--- src/rtl/hamming_pkg.sv ---
// Shared types and the Hamming (7,4) encoder for the codeword transmit scheduler.
package hamming_pkg;

  localparam int CW_W = 7;

  typedef enum logic [1:0] {IDLE, SEND_LO, SEND_HI} state_t;

  // Data bits sit at 6,5,4,2; parity bits at 0,1,3.
  function automatic logic [CW_W-1:0] ham74_enc(input logic [3:0] d);
    logic [CW_W-1:0] c;
    c[6] = d[3];
    c[5] = d[2];
    c[4] = d[1];
    c[2] = d[0];
    c[0] = c[6] ^ c[4] ^ c[2];
    c[1] = c[6] ^ c[5] ^ c[2];
    c[3] = c[6] ^ c[5] ^ c[4];
    return c;
  endfunction

endpackage

--- src/rtl/hamming_tx_scheduler_rr_arbiter.sv ---
// Combinational round-robin arbiter: first requester at or after ptr (modulo NUM_REQ) wins.
module rr_arbiter #(
  parameter  int NUM_REQ = 4,
  localparam int SRC_W   = $clog2(NUM_REQ)
) (
  input  logic [NUM_REQ-1:0] req,
  input  logic [SRC_W-1:0]   ptr,
  output logic [NUM_REQ-1:0] grant,
  output logic [SRC_W-1:0]   grant_idx,
  output logic               any
);

  logic [SRC_W-1:0] pos;

  // Scan from lowest priority to highest so the last hit is the winner.
  always_comb begin
    grant     = '0;
    grant_idx = '0;
    any       = 1'b0;
    pos       = '0;
    for (int k = NUM_REQ - 1; k >= 0; k--) begin
      pos = SRC_W'((int'(ptr) + k) % NUM_REQ);
      if (req[pos]) begin
        grant      = '0;
        grant[pos] = 1'b1;
        grant_idx  = pos;
        any        = 1'b1;
      end
    end
  end

endmodule

--- src/rtl/hamming_tx_scheduler.sv ---
// Round-robin byte scheduler feeding one Hamming (7,4) codeword stream, low nibble first.
// Optional error injection for verification is enabled by defining HAMMING_TX_ERR_INJ_EN.
module hamming_tx_scheduler
  import hamming_pkg::*;
#(
  parameter  int NUM_REQ = 4,
  localparam int SRC_W   = $clog2(NUM_REQ)
) (
  input  logic                 clk,
  input  logic                 rst_n,
`ifdef HAMMING_TX_ERR_INJ_EN
  input  logic                 inj_req,
  input  logic [2:0]           inj_pos,
  output logic                 inj_armed,
`endif
  input  logic [NUM_REQ-1:0]   req_valid,
  input  logic [NUM_REQ*8-1:0] req_data,
  output logic [NUM_REQ-1:0]   req_ready,
  output logic                 cw_valid,
  input  logic                 cw_ready,
  output logic [CW_W-1:0]      cw_data,
  output logic [SRC_W-1:0]     cw_src,
  output logic                 cw_last,
  output logic                 busy
);

  state_t           state_q;
  logic [SRC_W-1:0] ptr_q;
  logic [3:0]       hi_q;
  logic             cw_valid_q;
  logic [CW_W-1:0]  cw_data_q;
  logic [SRC_W-1:0] cw_src_q;
  logic             cw_last_q;

  logic [NUM_REQ-1:0] grant;
  logic [SRC_W-1:0]   grant_idx;
  logic               grant_any;
  logic               can_accept;
  logic               accept;
  logic [7:0]         win_byte;
  logic [SRC_W-1:0]   ptr_d;
  logic [CW_W-1:0]    flip_d;
  logic [CW_W-1:0]    cw_lo_d;
  logic [CW_W-1:0]    cw_hi_d;

  rr_arbiter #(.NUM_REQ(NUM_REQ)) u_arb (
    .req       (req_valid),
    .ptr       (ptr_q),
    .grant     (grant),
    .grant_idx (grant_idx),
    .any       (grant_any)
  );

  always_comb begin
    win_byte = '0;
    for (int i = 0; i < NUM_REQ; i++) begin
      if (grant[i]) win_byte = req_data[i*8 +: 8];
    end
  end

  // A new byte can enter while idle, or while the final codeword of the previous byte leaves.
  assign can_accept = (state_q == IDLE) || ((state_q == SEND_HI) && cw_ready);
  assign accept     = can_accept && grant_any && rst_n;
  assign req_ready  = (can_accept && rst_n) ? grant : '0;
  assign ptr_d      = (grant_idx == SRC_W'(NUM_REQ - 1)) ? '0 : grant_idx + 1'b1;
  assign cw_lo_d    = ham74_enc(win_byte[3:0]) ^ flip_d;
  assign cw_hi_d    = ham74_enc(hi_q) ^ flip_d;

  always_ff @(posedge clk or negedge rst_n) begin
    if (!rst_n) begin
      state_q    <= IDLE;
      ptr_q      <= '0;
      hi_q       <= '0;
      cw_valid_q <= 1'b0;
      cw_data_q  <= '0;
      cw_src_q   <= '0;
      cw_last_q  <= 1'b0;
    end else if (accept) begin
      state_q    <= SEND_LO;
      ptr_q      <= ptr_d;
      hi_q       <= win_byte[7:4];
      cw_valid_q <= 1'b1;
      cw_data_q  <= cw_lo_d;
      cw_src_q   <= grant_idx;
      cw_last_q  <= 1'b0;
    end else if ((state_q == SEND_LO) && cw_ready) begin
      state_q   <= SEND_HI;
      cw_data_q <= cw_hi_d;
      cw_last_q <= 1'b1;
    end else if ((state_q == SEND_HI) && cw_ready) begin
      state_q    <= IDLE;
      cw_valid_q <= 1'b0;
      cw_last_q  <= 1'b0;
    end
  end

`ifdef HAMMING_TX_ERR_INJ_EN
  logic       inj_armed_q;
  logic       inj_applied_q;
  logic [2:0] inj_pos_q;
  logic       load;
  logic       hs;
  logic       flip_en;
  logic [2:0] flip_pos;

  assign load     = accept || ((state_q == SEND_LO) && cw_ready);
  assign hs       = cw_valid_q && cw_ready;
  assign flip_pos = inj_req ? inj_pos : inj_pos_q;
  assign flip_en  = load && (inj_req || (inj_armed_q && !inj_applied_q));
  assign flip_d   = (flip_en && (flip_pos != 3'd7)) ? (CW_W'(1) << flip_pos) : '0;

  // applied marks that the word now in the output register carries the flip.
  always_ff @(posedge clk or negedge rst_n) begin
    if (!rst_n) begin
      inj_armed_q   <= 1'b0;
      inj_applied_q <= 1'b0;
      inj_pos_q     <= '0;
    end else if (inj_req) begin
      inj_armed_q   <= 1'b1;
      inj_pos_q     <= inj_pos;
      inj_applied_q <= load;
    end else if (flip_en) begin
      inj_applied_q <= 1'b1;
    end else if (hs && inj_applied_q) begin
      inj_armed_q   <= 1'b0;
      inj_applied_q <= 1'b0;
    end
  end

  assign inj_armed = inj_armed_q;
`else
  assign flip_d = '0;
`endif

  assign cw_valid = cw_valid_q;
  assign cw_data  = cw_data_q;
  assign cw_src   = cw_src_q;
  assign cw_last  = cw_last_q;
  assign busy     = (state_q != IDLE);

endmodule

--- config.mk ---
export PLATFORM = sky130hd
export DESIGN_NAME = hamming_tx_scheduler
export DESIGN_NICKNAME = d
export VERILOG_FILES = /design/src/rtl/hamming_pkg.sv /design/src/rtl/hamming_tx_scheduler_rr_arbiter.sv /design/src/rtl/hamming_tx_scheduler.sv
export SDC_FILE = /design/constraint.sdc
export NUM_CORES = 1
export LEC_CHECK = 0
export BUFFER_PORTS_ARGS = -buffer_cell sky130_fd_sc_hd__buf_2
export CELL_PAD_IN_SITES_DETAIL_PLACEMENT = 0
export CELL_PAD_IN_SITES_GLOBAL_PLACEMENT = 2
export CORE_AREA = 4 4 97 81
export CTS_BUF_LIST = sky130_fd_sc_hd__clkbuf_4 sky130_fd_sc_hd__clkbuf_8
export DETAILED_ROUTE_END_ITERATION = 16
export DIE_AREA = 0 0 101 85
export GPL_TIMING_DRIVEN = 0
export PLACE_DENSITY_LB_ADDON = 0.15
export SKIP_CTS_REPAIR_TIMING = 1
export SLEW_MARGIN = 20
export SYNTH_ARGS = -nofsm -noshare
export SYNTH_HDL_FRONTEND = slang
export SYNTH_SLANG_ARGS = --single-unit
--- constraint.sdc ---
create_clock -name clk -period 3.4 [get_ports clk]
set_input_delay 0.68 -clock clk [delete_from_list [all_inputs] [get_ports clk]]
set_output_delay 0.68 -clock clk [all_outputs]
set_load 0.01 [all_outputs]
* Word-level counts from Yosys, hierarchy flattened
Cells that the tools add are included.
** Storage, ports and cells
- Input port bits :: 39
- Bits in writable memories :: 0
- Latch bits :: 0
- Bits in read-only memories :: 0
- Flip-flop bits (word level) :: 19
- Memories kept :: 0
** Cells by class
- Bitwise logic cells :: 10
- $lt $le $gt $ge :: 8
- Mux-type cells :: 44
- Div/mod/pow operators :: 0
- Add/subtract/negate cells :: 4
- Reduce and logical (&&, ||, !) cells :: 16
- $mul :: 0
- Eq/ne operators :: 4
- Shifts and indexed selects :: 0
** Operators by type and width (count)
- 8-bit 2-to-1 mux :: 4
- 4-bit 2-to-1 mux :: 5
- 1-bit 2-to-1 mux :: 17
- 2-bit 2-to-1 mux :: 8
- 7-bit 2-to-1 mux :: 2
- 2-bit by 3-bit < comparator with 1-bit output, second input constant :: 4
- 1-bit XOR :: 10
- 1-bit logical AND :: 9
- 1-bit binary-select mux with 2-bit select :: 4
- 1-bit demux with 2-bit select :: 4
- 2-bit by 1-bit >= comparator with 1-bit output, second input constant :: 4
- 2-bit nonzero test :: 3
- 2-bit by 1-bit adder with 2-bit output, second input constant :: 2
- 2-bit adder, second input constant :: 2
- 2-bit == test, second input constant :: 2
- 3-bit nonzero test :: 1
- 2-bit by 1-bit == test with 1-bit output, second input constant :: 1
- 2-bit logical NOT :: 1
- 2-bit inequality test, second input constant :: 1
- 2-bit AND reduction :: 1
- 1-bit logical OR :: 1

* Longest topological paths before layout
- Depth after elaboration :: 16
- Depth in mapped cells :: 14
- Mapped depth without buffers :: 11

* Cells and area by module
Synthesis repeated with hierarchy kept, for this count alone.
** Unflattened totals
- Cell total of the unflattened synthesis :: 184
- Area, all modules :: 1680.4 um2
** By module, submodules not included
- hamming_tx_scheduler :: seq. area each 450.4 um2, area an instance 1171.1 um2, cells an instance 123, instances 1
- rr_arbiter :: seq. area each 0.0 um2, area an instance 509.2 um2, cells an instance 61, instances 1

* Worst setup path before layout
Ideal clock, no wire load.
- Path type :: register to register
- From :: register ptr_q[1]
- To :: register cw_data_q[3], in the netlist cw_data[3]
- Path buffers :: 3
- Cell stages (with the launch flop) :: 15
- Slack :: 0.202 ns
- Data required time :: 3.263 ns
- Arrival time :: 3.060 ns
- Cells stage by stage :: dfrtp_1 -> clkbuf_1 -> inv_1 -> ha_1 -> clkbuf_1 -> nor3b_1 -> o211ai_1 -> a21oi_1 -> o32ai_4 -> buf_6 -> nand4_4 -> a31oi_4 -> xor2_2 -> xnor2_1 -> a21oi_1
** Between the ends
- Word-level cells in the longest chain between the ends :: 16
- Elaborated cells between the ends (all ways) :: 49
** Ends and longest elaborated chain
- start: declaration :: line hamming_tx_scheduler.sv:28 : logic [SRC_W-1:0] ptr_q;
- start signal: assignment :: line hamming_tx_scheduler.sv:80 : ptr_q <= ptr_d;
- 2-bit adder :: line hamming_tx_scheduler_rr_arbiter.sv:22 : pos = SRC_W'((int'(ptr) + k) % NUM_REQ);
- 2-bit by 3-bit < comparator with 1-bit output (not written as such) or 2-bit by 1-bit >= comparator with 1-bit output (tied branches) :: line hamming_tx_scheduler_rr_arbiter.sv:25 : grant[pos] = 1'b1;
- 1-bit logical AND (not written as such) :: line hamming_tx_scheduler_rr_arbiter.sv:25
- 1-bit 2-to-1 mux (not written as such) :: line hamming_tx_scheduler_rr_arbiter.sv:25
- 1-bit demux with 2-bit select
- 4-bit 2-to-1 mux (4 in series) :: line hamming_tx_scheduler_rr_arbiter.sv:23 : if (req[pos]) begin
- 8-bit 2-to-1 mux (4 in series) :: line hamming_tx_scheduler.sv:57 : if (grant[i]) win_byte = req_data[i*8 +: 8];
- 1-bit XOR (2 in series) :: line hamming_pkg.sv:17 : c[3] = c[6] ^ c[5] ^ c[4];
- 7-bit 2-to-1 mux :: line hamming_tx_scheduler.sv:78 : end else if (accept) begin
- end signal: assignment :: line hamming_tx_scheduler.sv:83 : cw_data_q <= cw_lo_d;
- end signal: assignment :: line hamming_tx_scheduler.sv:88 : cw_data_q <= cw_hi_d;
- end: declaration :: line hamming_tx_scheduler.sv:31 : logic [CW_W-1:0] cw_data_q;
Several ways; a longest one is shown, not always the timed one. The select of a mux whose other input is x is not followed.
A chain may end at the register's enable or synchronous reset.

* Worst setup path in the final report
- From :: register ptr_q[0]
- To :: output req_ready[1]
** Between the ends
- Word-level cells in the longest chain between the ends :: 10
- Elaborated cells between the ends (all ways) :: 36
** Ends and longest elaborated chain
- 2-bit adder :: line hamming_tx_scheduler_rr_arbiter.sv:22
- 2-bit by 3-bit < comparator with 1-bit output (not written as such) or 2-bit by 1-bit >= comparator with 1-bit output (tied branches) :: line hamming_tx_scheduler_rr_arbiter.sv:25
- 1-bit logical AND (not written as such) :: line hamming_tx_scheduler_rr_arbiter.sv:25
- 1-bit 2-to-1 mux (not written as such) :: line hamming_tx_scheduler_rr_arbiter.sv:25
- 1-bit demux with 2-bit select
- 4-bit 2-to-1 mux (3 in series) :: line hamming_tx_scheduler_rr_arbiter.sv:23
- 4-bit 2-to-1 mux (*) :: line hamming_tx_scheduler_rr_arbiter.sv:23
- 4-bit 2-to-1 mux (*) :: line hamming_tx_scheduler.sv:64 : assign req_ready = (can_accept && rst_n) ? grant : '0;
- end: declaration :: line hamming_tx_scheduler.sv:18 : output logic [NUM_REQ-1:0] req_ready,
Every way passes the cells marked *; elsewhere a longest branch is shown, timed or not. The select of a mux whose other input is x is not followed.

==> summary.md <==
| Metric | Value |
|---|---|
| Vias/cell | 4.58 |
| TritonCTS buffer count | 3 |
| Max-slew headroom | 0.612 |
| Endpoints failing setup | 0 |
| Core Util, Final | 0.367 |
| Yosys warnings | 0 |
| Wire length on met3 | 297 um |
| Share of total power in combinational logic | 0.787 |
| Switching Share | 0.462 |
| Worst-path clk slew | 0.07 ns |
| Worst Clk Skew | 0.00285 ns |
| Root buf cell | clkbuf_8 |
| Crit path max fanout | 10 |
| R2R Setup Slk | 0.14 ns |
| Syn nets | 266 |
| Max-Cap Viols | 0 |
| Initial DRC Count | 55 |
| Min-delay worst type | in -> async |
| CP Class | reg -> out |
| Pre-CTS setup slack | -0.503 ns |
| Final worst slack | 0.110 ns |
| Total grt overflow | 0 |
| R2R Path End | cw_data[1] |
| Largest net degree at the start of global routing | 20 |
| Initial antenna violation count | 0 |
| WP data required | 2.72 ns |
| Clock power frac | 0.066 |
| R2r startpoint | ptr_q[0] |
| First-pass GRT wire length | 8730 um |
| Antenna Cells | 0 |
| Core ar. | 6790 sq um |
| Overall routing resource usage | 0.128 |
| Share of post-route cells with drive strength above 1 | 0.403 |
| Via count | 1,771 |
| Clock sink count | 18 |
| Leak | 1.18 nW |
| Data arrival, critical path | 2.61 ns |
| DIE AREA | 8590 sq um |
| Sequential share of the synthesized area | 0.247 |
| CTS tree | yes |
| Pins over their slew limit | 0 |
| Crit share post-route | 0.968 |
| CTS Buffer Depth | 2 |
| Final hold vios | 0 |
| Drt total wl | 5650 um |
| Worst R2R Path Depth | 15 |
| Status | finished clean |
| Total Power | 2.76 mW |
| Post-synthesis cell type count | 49 |
| Pwr Density | 1100 nW/um^2 |
| Die Y | 85 um |
| Number of port buffers | 54 |
| Die width | 101 um |
| Post-synth EDFFs | 0 |
| Syn Area/Cell | 8.30 sq um |
| Setup Total Neg Slack | 0 ns |
| Via count of the first global-routing pass | 1,683 |
| I/O pin cnt | 55 |
| Worst setup path start | ptr_q[0] |
| Worst skew pair latency | 0.26 ns |
| Drc violations | 0 |
| Rows | 27 |
| Number of nets in the layout | 347 |
| CTS H-tree depth | 1 |
| Fmax | 0.304 GHz |
| Flop pwr share | 0.147 |
| Internal power | 1.48 mW |
| Initial Util | 0.269 |
| Async set-or-reset flop fraction in the synthesized netlist | 1.00 |
| DR top layer | met4 |
| Routability-driven placement congestion ratio | 0.766 |
| Synth Register Bits | 18 |
| Hpwl dp | 4410 um |
| Worst-Margin Slew | 0.582 ns |
| Drt wl/cell | 14.6 um |
| Capture point of the worst path | req_ready[1] |
| Sw Pwr | 1.27 mW |
| Commonest cells after routing, fill and taps aside | buf_2 (55), nor2_1 (27), buf_4 (23), nand2_1 (21), inv_1 (18) |
| Worst setup EP type | primary output |
| Cells after Synth | 220 |
| Commonest non-fill, non-tap cell in the layout | buf_2 |
| Main synth FF type | dfrtp_1 |
| Post-Route M1 WL | 2870 um |
| Drt pass-1 iters | 4 |
| # fillers | 760 |
| Final critical-path required period | 3.29 ns |
| Final ANT Viol Nets | 0 |
| WL met2 | 2460 um |
| Synth-to-Final Area Change | 36.6% |
| Critical Path Source Type | flop |
| Syn Std Cell Area | 1830 sq um |
| Maximum VDD drop | 0.302 mV |
[synthesized netlist by cell type (2+ instances only)]
cell	n	area share
clkbuf_1	8	0.016
xor2_1	3	0.014
a211oi_1	2	0.0082
o211ai_1	6	0.025
xnor2_1	7	0.034
or2_2	6	0.021
nor2_1	28	0.058
nor3b_1	2	0.0082
o21ai_0	9	0.025
inv_1	20	0.041
nand4_1	3	0.010
nor2b_1	2	0.0068
nand2b_1	3	0.010
and3b_1	2	0.0096
mux4_2	3	0.037
ha_1	7	0.048
dfrtp_1	18	0.25
nand2_1	21	0.043
mux2_2	3	0.018
o221ai_1	5	0.024
buf_6	3	0.018
o31ai_1	4	0.016
a21o_1	2	0.0082
a31o_2	3	0.014
mux2i_1	10	0.055
a21oi_1	17	0.047
[sequential cells by signal, indices dropped and copies added (netlist names)]
| register | count |
|---|---|
| cw_src | 2 |
| ptr_q | 2 |
| cw_valid | 1 |
| hi_q | 4 |
| state_q | 2 |
| cw_data | 7 |
[power by group through the flow]
stage / Combinational (mW) / Clock [mW] / Sequential, mW
after floorplan: 1.44 / 0 / 0.430
after global placement: 1.90 / 0 / 0.421
after detailed placement: 1.89 / 0 / 0.422
after CTS: 1.90 / 0.186 / 0.417
after global routing: 2.43 / 0.194 / 0.421
final: 2.17 / 0.182 / 0.405
[worst max-delay path: stages, from the launching register on]
cell        delay, ns
dfrtp_2          0.39
buf_8            0.14
clkinvlp_4       0.15
ha_4             0.31
clkbuf_4         0.19
nor3b_2          0.05
o211ai_1         0.32
a21oi_2          0.13
o32ai_4          0.30
buf_6            0.18
nor2_1           0.04
buf_2            0.14
[how the worst min path moves through the flow]
stage                    from    endpoint  slack [ns]  depth (start not counted)
CTS                     rst_n  cw_data[4]        0.38                          1
floorplan               rst_n  cw_data[0]        0.38                          0
detailed placement  cw_src[1]   cw_src[1]        0.47                          2
finish                  rst_n  cw_data[4]        0.36                          1
global route            rst_n  cw_data[0]        0.39                          1
global placement    cw_src[0]   cw_src[0]        0.48                          1
[area by class of cell]
type | count | area, sq um | area share
buffer | 12 | 80.1 | 0.0321
clock buffer | 4 | 55.1 | 0.0221
inverter | 21 | 82.6 | 0.0331
multi-input combinational | 169 | 1280 | 0.514
sequential | 18 | 452 | 0.181
tap | 87 | 109 | 0.0436
timing repair buffer | 76 | 435 | 0.175
[layer usage]
metal / track usage / vias up
li1: - / 930
met1: 0.195 / 792
met2: 0.191 / 47
met3: 0.0296 / 2
met4: 0.0109 / 0
met5: 0 / -
[through the flow]
| stage | hold slack [ns] | cells | cell area (sq um) |
|---|---|---|---|
| after detailed placement | 0.474 | 361 | 2210 |
| after global routing | 0.389 | 387 | 2490 |
| after floorplan | 0.384 | 220 | 1830 |
| final | 0.358 | 387 | 2490 |
| after global placement | 0.478 | 361 | 2210 |
| after CTS | 0.382 | 365 | 2260 |
[logic make-up (layout without fill, tap and decap cells)]
| group | count (synthesis) | in the layout | share of synthesized area |
|---|---|---|---|
| XOR/XNOR | 11 | 11 | 0.0569 |
| AND/OR/NAND/NOR | 77 | 77 | 0.221 |
| multiplexers | 16 | 16 | 0.110 |
| AO/OA/AOI/OAI | 58 | 58 | 0.236 |
| flip-flops | 18 | 18 | 0.247 |
| adder cells (fa/ha/maj) | 7 | 7 | 0.0479 |
| buffers and inverters | 33 | 113 | 0.0808 |
(Power assumes the default switching activity.)
